[config.mk]
export PLATFORM = sky130hd
export DESIGN_NAME = mul_iter
export DESIGN_NICKNAME = d
export VERILOG_FILES = /design/src/rtl/mul_iter_pkg.sv /design/src/rtl/mul_iter.sv
export SDC_FILE = /design/constraint.sdc
export NUM_CORES = 1
export LEC_CHECK = 0
export ABC_AREA = 1
export BUFFER_PORTS_ARGS = -buffer_cell sky130_fd_sc_hd__buf_4
export CORE_MARGIN = 2
export CORE_UTILIZATION = 57
export CTS_CLUSTER_SIZE = 40
export DETAILED_ROUTE_END_ITERATION = 6
export PLACE_DENSITY = 0.85
export SYNTH_ARGS = -nofsm -noshare
export SYNTH_HDL_FRONTEND = slang
export SYNTH_SLANG_ARGS = --single-unit
[constraint.sdc]
create_clock -name clk -period 4.7 [get_ports clk]
set_input_delay 1.41 -clock clk [delete_from_list [all_inputs] [get_ports clk]]
set_output_delay 1.41 -clock clk [all_outputs]
set_load 0.02 [all_outputs]
[src/rtl/mul_iter_pkg.sv]
// Shared definitions for the iterative multiplier.
// Contents: FSM state encodings, ready-flag levels, operand/product widths,
// and a helper that turns a possibly-signed operand into its magnitude.
package mul_iter_pkg;

    localparam int OP_W     = 32;
    localparam int DOUBLE_W = 64;

    localparam logic MUL_RESULT_READY     = 1'b1;
    localparam logic MUL_RESULT_NOT_READY = 1'b0;

    typedef enum logic [1:0] {
        MUL_FREE = 2'b00,
        MUL_ZERO = 2'b01,
        MUL_ON   = 2'b10,
        MUL_END  = 2'b11
    } mul_state_e;

    // Two's-complement magnitude; -2^31 maps to 0x8000_0000, which is still
    // representable as an unsigned 32-bit magnitude.
    function automatic logic [OP_W-1:0] op_magnitude(input logic [OP_W-1:0] op,
                                                     input logic            is_signed);
        return (is_signed && op[OP_W-1]) ? (~op + 1'b1) : op;
    endfunction

endpackage

[src/rtl/mul_iter.sv]
// Iterative 32x32 -> 64 shift-and-add multiplier, signed or unsigned.
// Uses the same start/annul/ready handshake as the divider so EX-stage stall
// logic can be shared.
//
// Ports:
//   clk           clock, rising edge
//   rst           asynchronous reset, active low
//   signed_mul_i  1 = two's-complement operands (sampled with start_i)
//   opdata1_i     multiplicand (sampled with start_i)
//   opdata2_i     multiplier (sampled with start_i)
//   start_i       request, held high by EX until ready_o is seen
//   annul_i       abort an in-flight operation
//   result_o      {hi, lo} product, zero unless ready_o is high
//   ready_o       product valid
//
// state    | meaning
// ---------+----------------------------------------------------------
// MUL_FREE | idle, waiting for start_i
// MUL_ZERO | an operand was zero; product forced to 0
// MUL_ON   | 32 shift-and-add iterations in progress
// MUL_END  | product presented while start_i stays high
module mul_iter
    import mul_iter_pkg::*;
(
    input  logic                clk,
    input  logic                rst,
    input  logic                signed_mul_i,
    input  logic [OP_W-1:0]     opdata1_i,
    input  logic [OP_W-1:0]     opdata2_i,
    input  logic                start_i,
    input  logic                annul_i,
    output logic [DOUBLE_W-1:0] result_o,
    output logic                ready_o
);

    mul_state_e      state;
    logic [OP_W-1:0] mcand;
    logic [OP_W-1:0] acc_hi;
    logic [OP_W-1:0] mplier;    // low product half shares this register
    logic [4:0]      cnt;
    logic            neg;

    logic [OP_W-1:0]     addend;
    logic [OP_W:0]       sum;
    logic [DOUBLE_W-1:0] step;
    logic [DOUBLE_W-1:0] final_prod;

    // One iteration: 33-bit add into the upper half, then shift
    // {carry, acc_hi, mplier} right by one.
    always_comb begin
        addend     = mplier[0] ? mcand : '0;
        sum        = {1'b0, acc_hi} + {1'b0, addend};
        step       = {sum, mplier[OP_W-1:1]};
        final_prod = neg ? (~step + 1'b1) : step;
    end

    always_ff @(posedge clk or negedge rst) begin
        if (!rst) begin
            state    <= MUL_FREE;
            mcand    <= '0;
            acc_hi   <= '0;
            mplier   <= '0;
            cnt      <= '0;
            neg      <= 1'b0;
            result_o <= '0;
            ready_o  <= MUL_RESULT_NOT_READY;
        end else begin
            case (state)
                MUL_FREE: begin
                    result_o <= '0;
                    ready_o  <= MUL_RESULT_NOT_READY;
                    if (start_i && !annul_i) begin
                        if (opdata1_i == '0 || opdata2_i == '0) begin
                            state <= MUL_ZERO;
                        end else begin
                            state  <= MUL_ON;
                            mcand  <= op_magnitude(opdata1_i, signed_mul_i);
                            mplier <= op_magnitude(opdata2_i, signed_mul_i);
                            acc_hi <= '0;
                            cnt    <= '0;
                            neg    <= signed_mul_i & (opdata1_i[OP_W-1] ^ opdata2_i[OP_W-1]);
                        end
                    end
                end
                MUL_ZERO: begin
                    if (annul_i) begin
                        state <= MUL_FREE;
                    end else begin
                        acc_hi <= '0;
                        mplier <= '0;
                        state  <= MUL_END;
                    end
                end
                MUL_ON: begin
                    if (annul_i) begin
                        state <= MUL_FREE;
                        cnt   <= '0;
                    end else begin
                        cnt <= cnt + 5'd1;
                        if (cnt == 5'd31) begin
                            {acc_hi, mplier} <= final_prod;
                            state            <= MUL_END;
                        end else begin
                            {acc_hi, mplier} <= step;
                        end
                    end
                end
                MUL_END: begin
                    // ready_o rises one edge after entering END so the
                    // non-zero path lands at N+33 and the zero path at N+2.
                    if (start_i) begin
                        result_o <= {acc_hi, mplier};
                        ready_o  <= MUL_RESULT_READY;
                    end else begin
                        state    <= MUL_FREE;
                        result_o <= '0;
                        ready_o  <= MUL_RESULT_NOT_READY;
                    end
                end
                default: state <= MUL_FREE;
            endcase
        end
    end

endmodule
# Word level (Yosys, flattened, before mapping)
# Cells that the tools add are included.
# Widths: inputs -> output; s select.
# word_totals
register_bits	169
inputBits	69
output_inout_bits	65
word_cells	74
# classes
n_addsub	5
eq_ne	10
n_mux	30
bitwise	6
reduce_logical	15
# op_table
cell	count
$mux 32	12
$pmux 32 s3	2
$mux 64	2
$pmux 64 s2	1
$add 32x1->32 const B	2
$add 64x1->64 const B	1
$logic_not 32->1	2
$not 32->32	2
$not 64->64	1
$add 32x32->33	1
$mux 5	3
$mux 2	6
$ne 2x2->1 const B	5
$pmux 5 s2	1
$reduce_and 3->1	3
$pmux 2 s4	1
$add 5x1->5 const B	1
$eq 5x5->1 const B	1
$reduce_and 5->1	1
$eq 2x2->1 const B	2
$reduce_bool 2->1	2
$logic_and 1x1->1	3
$ne 3x3->1 const B	1
$reduce_bool 3->1	1
9 further kinds	9

# Depth between registers and ports, before layout
# Gate-level depths: netlist (run 1).
# logic_depth
word_depth	8
depth_mapped	24
ltp_nobuf	22

# Least setup slack after synthesis (run 1)
# No wires, ideal clock.
# synth_path
path_type	input port to flip-flop
start	input opdata2_i[0]
end	register mplier[13]
arrival_ns	2.939
required_time_ns	4.570
slack_ns	1.631
cell_stages	16
cell_sequence	inv_1 > ha_1 > nand4_2 > inv_2 > nand3_2 > nor2_1 > nand3_1 > and2_4 > nand3_2 > o21ai_2 > nand2_2 > inv_2 > buf_6 > buf_2 > nand2_1 > o21ai_0
# synth_between
elab_chain_len	6
# synth_rtl
element	line	source
start: declaration	mul_iter.sv:29	input logic [OP_W-1:0] opdata2_i,
$not 32->32	mul_iter_pkg.sv:23	return (is_signed && op[OP_W-1]) ? (~op + 1'b1) : op;
$add 32x1->32	mul_iter_pkg.sv:23	
$mux 32	mul_iter_pkg.sv:23	
$mux 32	mul_iter.sv:73	if (opdata1_i == '0 || opdata2_i == '0) begin
$mux 32	mul_iter.sv:72	if (start_i && !annul_i) begin
$pmux 32 s3	mul_iter.sv:68	case (state)
end signal: assignment	mul_iter.sv:78	mplier <= op_magnitude(opdata2_i, signed_mul_i);
end signal: assignment	mul_iter.sv:101	{acc_hi, mplier} <= final_prod;
end signal: assignment	mul_iter.sv:104	{acc_hi, mplier} <= step;
end: declaration	mul_iter.sv:39	logic [OP_W-1:0] mplier;
# Parallel ways exist; a longest one is shown, timed or not. The select of a mux whose other input is x is not followed.
# A chain may end at the register's enable or synchronous reset.

# Final worst setup path (run 1)
# layout_path
start	input opdata2_i[0]
end	register acc_hi[22]
# layout_between
elab_chain_len	4
# layout_rtl
element	line	source
$logic_not 32->1	mul_iter.sv:73	
$logic_or 1x1->1	mul_iter.sv:73	
$ne 2x2->1 (no line)	--	
$reduce_and 5->1 (no line)	--	
end signal: assignment	mul_iter.sv:101	
end signal: assignment	mul_iter.sv:104	
end: declaration	mul_iter.sv:38	logic [OP_W-1:0] acc_hi;
# Every way passes these cells.

==> results.cfg, run 1 <==
[routing]
ant_nets = 0
drt_pass1_iterations = 6
avgRoutedWirePerCell_um = 16.92
vias = 13830
drt_wl_total_um = 41140
via_per_inst = 5.689
drtIter0Drc = 1435
drc = 0

[clocking]
clk_latency_ns = 0.45
numClockSinks = 169
cts_setup_buffers = 0
cts-resized-gates = 0
h-tree-depth = 4
cts_buffers = 17
clockBufferDepth = 2
path_clk_slew_ns = 0.08
cts_tree = done
cts_hold_buf = 0
cts-root-buf = clkbuf_16

[synthesis]
synth_fp_nets = 2136
yosys_warnings = 0
synth_largest_area_cell = dfrtp_1
seq_area_frac_synth_pct = 32.38
ys_types = 51
netlist_area_mm2 = 0.01306
postSynthCellCount = 2024
synthFlopType = dfrtp_1
yosysTopAreaCellShare_pct = 32.38
syn_area_per_cell_um2 = 6.452
async_reset_ff_share_pct = 100.0
yosys-top-cells-area = dfrtp_1, nand2_1, inv_1, o21ai_0, nor2_1
ys_seq_elements = 169
synth_edf_count = 0

[worst_setup_path]
cpPeakStageDelay_ns = 0.48
critical-path-slowest-cell = inv_1
endpoint_kind = flop
cp_max_fo = 20
arrival_ns = 3.91
crit_path_cell_trace = buf_4 > inv_1 > ha_1 > nand4_2 > inv_2 > nand3_2 > nor2_1 > nand3_1 > and2_4 > nand3_2 > o21ai_2 > nand2_1 > inv_1 > nand3_1 > o21ai_1
r2r_setup_slack_ns = 1.28
critPathKind = primary input to flop
start_kind = primary input
cp.required_ns = 5.01

[pwr]
peakVddDrop_v = 0.0005314
power_density_mw_per_mm2 = 526.6
p_leak_nw = 7.965

[floorplan]
core_mm2 = 0.02257
pin_count = 134
start_util_pct = 57.85
num_rows = 55
dieArea_mm2 = 0.02414
die_height_um = 155.4
die_x_um = 155.4

[sta]
holdWs_ns = 0.4872
max-slew-margin-rel_pct = 39.33
timing.fmax_mhz = 277.7
period_minus_slack_ns = 3.601
setup_ws_ns = 1.099
clock_skew_ns = 0.009486
setup_tns_ns = 0
worst_slew_pin_slew_ns = 0.9100
hold_viol = 0
setup_viol = 0
rsz0062_at_grt = false
period_share_pct = 76.61
drv_slew = 0

[worst_hold_path]
min_path_type = flop to flop

[global_routing]
grt_max_degree = 85
grtUsageTotal_pct = 34.52
grt_pass1_vias = 13130
grt_antenna_before_repair = 0
overflow = 0
grt_first_pass_wirelength_um = 66030

[flow_run]
max-cap-violations = 0

[final_layout]
utilization_pct = 65.95
syn2layout_area_growth_pct = 14.00
fillers = 2042
fin_nets = 2245
fin_cells = 2431
diodes = 0
drive_gt1_share_pct = 13.42

[run_status]
status = complete, no violations

[place]
hpwl_um = 31400
place_inst = 2399
pre_cts_slack_ns = 0.7034
gp_congestion = 0.9640
port_buffers = 133
layout by cell type, fill, tap and decap left out, types with 3 or more instances in the layout:
cell	n
nand3_1	112
nor2_4	9
dfrtp_1	169
buf_4	146
ha_1	41
nand4_1	20
a31oi_1	3
xnor2_1	8
nand2_1	634
clkbuf_16	17
nor2_2	21
nor4_1	6
nor2_1	162
o22ai_1	21
xor2_1	49
nand3_2	14
nor3_1	34
clkinv_8	6
o21a_1	3
a21oi_1	63
inv_8	3
inv_1	293
inv_6	3
o21ai_0	183
inv_2	21
a211oi_1	4
o21ai_1	27
nand2_2	25
nor3_2	7
o31ai_1	7
flip-flops by register name, summed over array words and instances, names as in the netlist:
signal	cells
acc_hi	32
cnt	5
mcand	32
mplier	32
neg	1
ready_o	1
result_o	64
state	2
where the power goes:
group	switching (W)	internal, W
Sequential	0.000305	0.00184
Clock	0.000722	0.000720
Combinational	0.00301	0.00124
synthesized netlist by cell type (2+ instances only):
cell / n
nand2_1: 634
inv_1: 293
o21ai_0: 183
dfrtp_1: 169
nor2_1: 162
nand3_1: 112
a21oi_1: 63
xor2_1: 49
ha_1: 42
clkbuf_1: 41
nor3_1: 34
o21ai_1: 27
nand2_2: 25
inv_2: 21
nor2_2: 21
o22ai_1: 21
nand4_1: 20
nand3_2: 14
buf_2: 9
nor2_4: 9
xnor2_1: 8
nor3_2: 7
o31ai_1: 7
nor4_1: 6
a211oi_1: 4
buf_6: 4
a31oi_1: 3
o21a_1: 3
a32o_1: 2
a41oi_1: 2
buf_1: 2
buf_4: 2
clkinv_1: 2
nand4_2: 2
o21ai_2: 2
o21bai_1: 2
or2_0: 2
or2_2: 2
cell families (layout without fill, tap and decap cells):
kind of cell               Yosys count  after routing  synth area share, %
buffers and inverters              374            496                11.12
DFF                                169            169                32.38
and+or+nand+nor                   1057           1057                35.16
adders and majority gates           43             43                4.177
xor gates and xnor gates            57             57                3.823
AOI/OAI and AO/OA                  324            324                13.33
per-layer routing:
layer | GRT usage, % | up-vias | wire length (um)
li1 | - | 6628 | -
met1 | 48.07 | 6460 | 17510
met2 | 54.45 | 634 | 18780
met3 | 5.376 | 108 | 3478
met4 | 13.15 | 0 | 1366
met5 | 0 | - | 0
worst paths after layout:
| check | startpoint | end | depth (start not counted) |
|---|---|---|---|
| max in group asynchronous | rst | mplier[12] | 2 |
| worst max-delay path | opdata2_i[0] | acc_hi[22] | 15 |
| worst max register to register | mplier[0] | acc_hi[30] | 19 |
| worst min register to register | mcand[30] | mcand[30] | 2 |
| min in group asynchronous | rst | result_o[16] | 1 |
| worst min-delay path | mcand[30] | mcand[30] | 2 |
worst max-delay path: cells and delay by family:
family,cells,cell delay (ns)
AOI/OAI and AO/OA,2,0.15
buffers and inverters,4,0.76
adders and majority gates,1,0.22
and+or+nand+nor,8,1.35
through the flow:
stage / instance area [um^2] / power, W
6_report: 14890 / 0.007839
3_5_place_dp: 14280 / 0.006235
5_1_grt: 14890 / 0.008371
4_1_cts: 14890 / 0.007731
3_3_place_gp: 14280 / 0.006144
2_1_floorplan: 13060 / 0.005128
layout make-up:
cell class,count,area [um^2],share of cell area (%)
multi-input combinational,1481,7380,49.57
clock inverter,15,182.7,1.227
clock buffer,17,425.4,2.858
inverter,316,1186,7.968
sequential,169,4229,28.41
tap,285,356.6,2.395
timing repair buffer,148,1127,7.573
(Power assumes the default switching activity.)
==> run 2: changes to the inputs <==
Settings changed: ABC_AREA 1 to 0, PLACE_DENSITY 0.85 to 0.86.
Clock period 4.7 ns to 3.75 ns, I/O delays scaled along.
==> run 2 against run 1 <==
Net effect:
- the run now ends with negative setup slack left
- highest routed layer unchanged
- area after synthesis is 12% lower
- critical path type is now flop to flop
- register-to-register slack worse by 1.3 ns
- power is 27% higher
- critical endpoint is now acc_hi[31]
- cell count is 23% lower
- critical path depth is 2 lower
==> results.cfg, run 2 <==
[run_status]
violations = negative setup slack
status = finished, violations left

[synthesis]
synth_edf_count = 0
synth_common_cells = dfrtp_1, nand2_1, o21ai_0, a21oi_1, nor2_1
async_reset_ff_share_pct = 100.0
synthFlopType = dfrtp_1
ys_seq_elements = 169
seq_area_frac_synth_pct = 36.80
yosysTopAreaCellShare_pct = 36.80
synth_fp_nets = 1452
synth_largest_area_cell = dfrtp_1
yosysMostFrequentCell = dfrtp_1
syn_area_per_cell_um2 = 8.576
ys_types = 83
netlist_area_mm2 = 0.01149
yosys-top-cells-area = dfrtp_1, o21ai_0, xnor2_1, nand2_1, a22o_1
yosys_warnings = 0
postSynthCellCount = 1340

[sta]
period_share_pct = 101.0
setup_ws_ns = -0.03686
clock_skew_ns = 0.009928
setup_viol = 2
drv_slew = 0
period_minus_slack_ns = 3.787
timing.fmax_mhz = 264.1
worst_slew_pin_slew_ns = 1.170
rsz0062_at_grt = true
hold_viol = 0
max-slew-margin-rel_pct = 21.82

[clocking]
cts-root-buf = clkbuf_16
cts_tree = done
numClockSinks = 169
cts_buffers = 17
h-tree-depth = 4
clk_latency_ns = 0.44
path_clk_slew_ns = 0.07
cts_hold_buf = 0
clockBufferDepth = 2

[routing]
drtIter0Drc = 1427
drt_wl_total_um = 35810
avgRoutedWirePerCell_um = 19.22
ant_nets = 0
via_per_inst = 6.335
drt_pass1_iterations = 6
drc = 0
vias = 11800

[global_routing]
grt_first_pass_wirelength_um = 57060
grt_antenna_before_repair = 1
grtUsageTotal_pct = 32.93
grt_max_degree = 78
grt_pass1_vias = 11060
overflow = 0

[final_layout]
layout_common_cells = buf_4, dfrtp_1, nand2_1
utilization_pct = 74.71
syn2layout_area_growth_pct = 27.77
largest_register_ffs = 64
drive_gt1_share_pct = 24.84
mostFrequentLayoutCell = buf_4
diodes = 0
fin_cells = 1863
fin_nets = 1697
top_register = result_o
fillers = 1408

[place]
place_inst = 1827
port_buffers = 133
gp_congestion = 1.041
hpwl_um = 25940

[worst_setup_path]
critical-path-slowest-cell = dfrtp_1
critPathKind = flop to flop
endpoint_kind = flop
cp.required_ns = 4.08
cp_common_cell = a21o_1
cpPeakStageDelay_ns = 0.43
cp_max_fo = 22
crit_path_cell_trace = buf_6 > and2_1 > ha_1 > a21o_1 > a221o_2 > and4_4 > or3_4 > a211oi_4 > nand4_4 > nor4b_4 > nand4_1 > a21o_1 > a32o_1
arrival_ns = 4.12
start_kind = flop

[floorplan]
dieArea_mm2 = 0.02131
die_height_um = 146.0
pin_count = 134
die_x_um = 146.0
core_mm2 = 0.01965
start_util_pct = 58.47
num_rows = 51

[flow_run]
max-cap-violations = 0

[pwr]
power_density_mw_per_mm2 = 679.4
p_leak_nw = 6.815
peakVddDrop_v = 0.0005347

[worst_hold_path]
min_path_type = flop to flop
run 2: changes by cell type in the layout (fill, tap and decap cells not counted), moves of 20 or more:
cell | before | now
nand2_1 | 634 | 159
inv_1 | 293 | 24
buf_4 | 146 | 286
nand3_1 | 112 | 23
nor2_1 | 162 | 87
a22o_1 | 0 | 67
xnor2_1 | 8 | 73
o21ai_0 | 183 | 135
and2_1 | 1 | 40
a21oi_1 | 63 | 99
a21o_1 | 1 | 25
nand2_2 | 25 | 1
inv_2 | 21 | 1
run 2: cell type report:
| class | instances | area (um^2) | share of cell area, % |
|---|---|---|---|
| Inverter | 25 | 93.84 | 0.6391 |
| Timing Repair Buffer | 294 | 2290 | 15.59 |
| Clock buffer | 17 | 425.4 | 2.897 |
| Tap cell | 265 | 331.6 | 2.258 |
| Multi-Input combinational cell | 1078 | 7137 | 48.60 |
| Sequential cell | 169 | 4229 | 28.80 |
| Clock inverter | 15 | 177.7 | 1.210 |
run 2: logic make-up (layout without fill, tap and decap cells):
| logic type | Yosys count | in the layout | share of synthesized area [%] |
|---|---|---|---|
| AO/OA/AOI/OAI | 463 | 463 | 26.05 |
| XOR/XNOR | 130 | 130 | 9.973 |
| adder cells (fa/ha/maj) | 43 | 43 | 4.747 |
| buffers and inverters | 93 | 351 | 3.092 |
| flip-flops | 169 | 169 | 36.80 |
| multiplexers | 4 | 4 | 0.3593 |
| AND/OR/NAND/NOR | 438 | 438 | 18.98 |
run 2: stage by stage:
| stage | TNS (ns) | total power (W) | area [um^2] | hold slack, ns | worst slack, ns |
|---|---|---|---|---|---|
| after floorplan | -0.05557 | 0.005675 | 11500 | 0.4418 | -0.05557 |
| after global placement | -0.06202 | 0.007515 | 13840 | 0.4540 | -0.06202 |
| after detailed placement | -1.736 | 0.007712 | 13840 | 0.4649 | -0.07738 |
| after CTS | 0 | 0.009662 | 14500 | 0.4806 | 0.007419 |
| after global routing | -0.9147 | 0.01048 | 14680 | 0.5052 | -0.1488 |
| final | -0.03975 | 0.009977 | 14680 | 0.4794 | -0.03686 |
run 2: what timing repair did:
item	4_1_cts	5_1_grt
setup buffers	3	1
setup endpoints to repair	7	20
pin swaps	3	9
resized for setup	9	47
run 2: per-layer routing:
metal,part of all wire [%],track usage (%)
met5,0,0
met1,41,45.86
met3,10,5.799
met2,45,51.30
met4,3.5,13.16
run 2: critical path: cells and delay by family (launching register included):
family | cells | cell delay [ns]
adders and majority gates | 1 | 0.30
AOI/OAI and AO/OA | 5 | 1.31
and+or+nand+nor | 6 | 1.42
DFF | 1 | 0.43
buffers and inverters | 1 | 0.19
run 2: path summary, 6_finish.rpt:
| kind | startpoint | endpoint | slack, ns | cells past startpoint |
|---|---|---|---|---|
| max | mplier[0] | acc_hi[31] | -0.04 | 13 |
| min | mcand[19] | mcand[19] | 0.48 | 2 |
| max reg2reg | mplier[0] | acc_hi[31] | -0.04 | 13 |
| min reg2reg | mcand[19] | mcand[19] | 0.48 | 2 |
| max in group asynchronous | rst | mplier[2] | 2.26 | 2 |
| min in group asynchronous | rst | mcand[15] | 0.72 | 1 |
run 2: power breakdown:
group	internal [W]	switching, W	total [W]
logic	0.00220	0.00312	0.00532
clock network	0.000958	0.000867	0.00182
registers	0.00230	0.000530	0.00283
total	0.00546	0.00451	0.00998
==> run 3: changes to the inputs <==
Settings changed: ABC_AREA 0 to 1, PLACE_DENSITY 0.86 to 0.85, SLEW_MARGIN set to 20.
==> run 3 against run 2 <==
Net effect:
- worst setup slack improved by 0.48 ns
- design area increased by 1.7%
- sequential power down 5%
- the run now ends clean
- highest routed layer unchanged
- core utilization is 8.5 points lower
- register-to-register slack gained 0.48 ns
- power is 0.79% lower
- sequential cell count stayed put
- via count rose by 16%
- global-route usage is 1.0 points higher
- count of clock-buffer cells in the layout did not move
- non-clock buffer count down 140
- combinational power is 1% higher
==> results.cfg, run 3 (synthesized netlist as in run 1, its figures left out) <==
[run_status]
status = complete, no violations

[clocking]
clockBufferDepth = 2
clk_latency_ns = 0.44
cts_buffers = 17
cts_tree = done
numClockSinks = 169
cts_setup_buffers = 0
cts_hold_buf = 0
h-tree-depth = 4
path_clk_slew_ns = 0.07
cts-resized-gates = 0
cts-root-buf = clkbuf_16

[worst_hold_path]
min_path_type = flop to flop

[worst_setup_path]
critPathKind = flop to flop
cp_max_fo = 19
critical-path-slowest-cell = dfrtp_1
cp_common_cell = nand2_1
start_kind = flop
crit_path_cell_trace = buf_4 > nand2_1 > inv_1 > ha_1 > nand2_1 > nor2_1 > nand2_1 > nor2_1 > nand2_1 > nand4_1 > nand2_1 > inv_2 > nand2_2 > nor2_1 > nand3_2 > nand2_2 > nand3_1 > nand3_1 > nand2_1
cpPeakStageDelay_ns = 0.46
endpoint_kind = flop
cp.required_ns = 4.07
arrival_ns = 3.63

[floorplan]
core_mm2 = 0.02257
die_x_um = 155.4
die_height_um = 155.4
num_rows = 55
start_util_pct = 57.85
pin_count = 134
dieArea_mm2 = 0.02414

[routing]
drc = 0
drt_pass1_iterations = 7
drtIter0Drc = 1604
drt_wl_total_um = 40470
ant_nets = 0
avgRoutedWirePerCell_um = 16.60
vias = 13720
via_per_inst = 5.628

[sta]
rsz0062_at_grt = false
setup_viol = 0
timing.fmax_mhz = 302.7
period_share_pct = 88.10
max-slew-margin-rel_pct = 33.37
worst_slew_pin_slew_ns = 0.9995
setup_tns_ns = 0
drv_slew = 0
period_minus_slack_ns = 3.304
clock_skew_ns = 0.01397
hold_viol = 0

[global_routing]
overflow = 0
grt_max_degree = 106
grt_pass1_vias = 12960
grtUsageTotal_pct = 33.96
grt_antenna_before_repair = 1
grt_first_pass_wirelength_um = 65340

[final_layout]
drive_gt1_share_pct = 13.66
mostFrequentLayoutCell = nand2_1
fillers = 1993
largest_register_ffs = 64
utilization_pct = 66.17
syn2layout_area_growth_pct = 14.37
fin_nets = 2251
top_register = result_o
layout_common_cells = nand2_1, inv_1, o21ai_0

[place]
hpwl_um = 31100
port_buffers = 133
gp_congestion = 1.028

[pwr]
p_leak_nw = 7.990
power_density_mw_per_mm2 = 662.7
peakVddDrop_v = 0.0005727

[flow_run]
max-cap-violations = 0
==> run 3: cell types whose count changed in the layout (fill, tap and decap cells not counted), moves of 36 or more <==
| cell | change |
|---|---|
| nand2_1 | +475 |
| inv_1 | +269 |
| buf_4 | -135 |
| nand3_1 | +89 |
| nor2_1 | +75 |
| a22o_1 | -67 |
| xnor2_1 | -65 |
| o21ai_0 | +48 |
| and2_1 | -39 |
| a21oi_1 | -36 |
==> run 3: worst max-delay path, delay by kind of cell, from the launching register on <==
family | cells | cell delay (ns)
adders and majority gates | 1 | 0.44
buffers and inverters | 3 | 0.42
DFF | 1 | 0.46
and+or+nand+nor | 15 | 1.87
==> run 3: path summary, 6_finish.rpt <==
check	startpoint	cells past startpoint	to	slack [ns]
worst max-delay path	mplier[0]	19	acc_hi[30]	0.45
worst min-delay path	result_o[63]	2	result_o[63]	0.49
worst max register to register	mplier[0]	19	acc_hi[30]	0.45
worst min register to register	result_o[63]	2	result_o[63]	0.49
max in group asynchronous	rst	2	neg	2.13
min in group asynchronous	rst	1	result_o[15]	0.82
==> run 3: metal layers <==
layer,track usage (%),vias up,routed length (um)
met1,46.25,6311,16960
met2,54.51,670,18590
li1,-,6636,-
met3,6.852,103,3734
met4,11.10,0,1189
met5,0,-,0
==> run 3: layout make-up <==
class | count | area, um^2 | area share [%]
Tap cell | 285 | 356.6 | 2.388
Clock buffer | 17 | 425.4 | 2.848
Clock inverter | 15 | 171.4 | 1.148
Multi-Input combinational cell | 1481 | 7380 | 49.41
Sequential cell | 169 | 4229 | 28.32
Inverter | 316 | 1186 | 7.942
Antenna cell | 1 | 2.502 | 0.01675
Timing Repair Buffer | 154 | 1185 | 7.933
==> run 3: report_power, final <==
group | internal, W | total (W) | switching (W)
registers | 0.00231 | 0.00269 | 0.000386
clock network | 0.000956 | 0.00183 | 0.000871
logic | 0.00162 | 0.00538 | 0.00376
==> run 3: per-stage QoR <==
step | instances | instance area, um^2 | total power [W] | worst slack (ns) | hold slack (ns)
2_1_floorplan | 2024 | 13060 | 0.006427 | 0.9133 | 0.4529
4_1_cts | 2437 | 14930 | 0.009770 | 0.5093 | 0.4918
3_5_place_dp | 2405 | 14340 | 0.007910 | 0.3920 | 0.4741
5_1_grt | 2438 | 14940 | 0.01063 | 0.1470 | 0.4989
6_report | 2438 | 14940 | 0.009898 | 0.4463 | 0.4878
3_3_place_gp | 2405 | 14340 | 0.007796 | 0.4830 | 0.4656
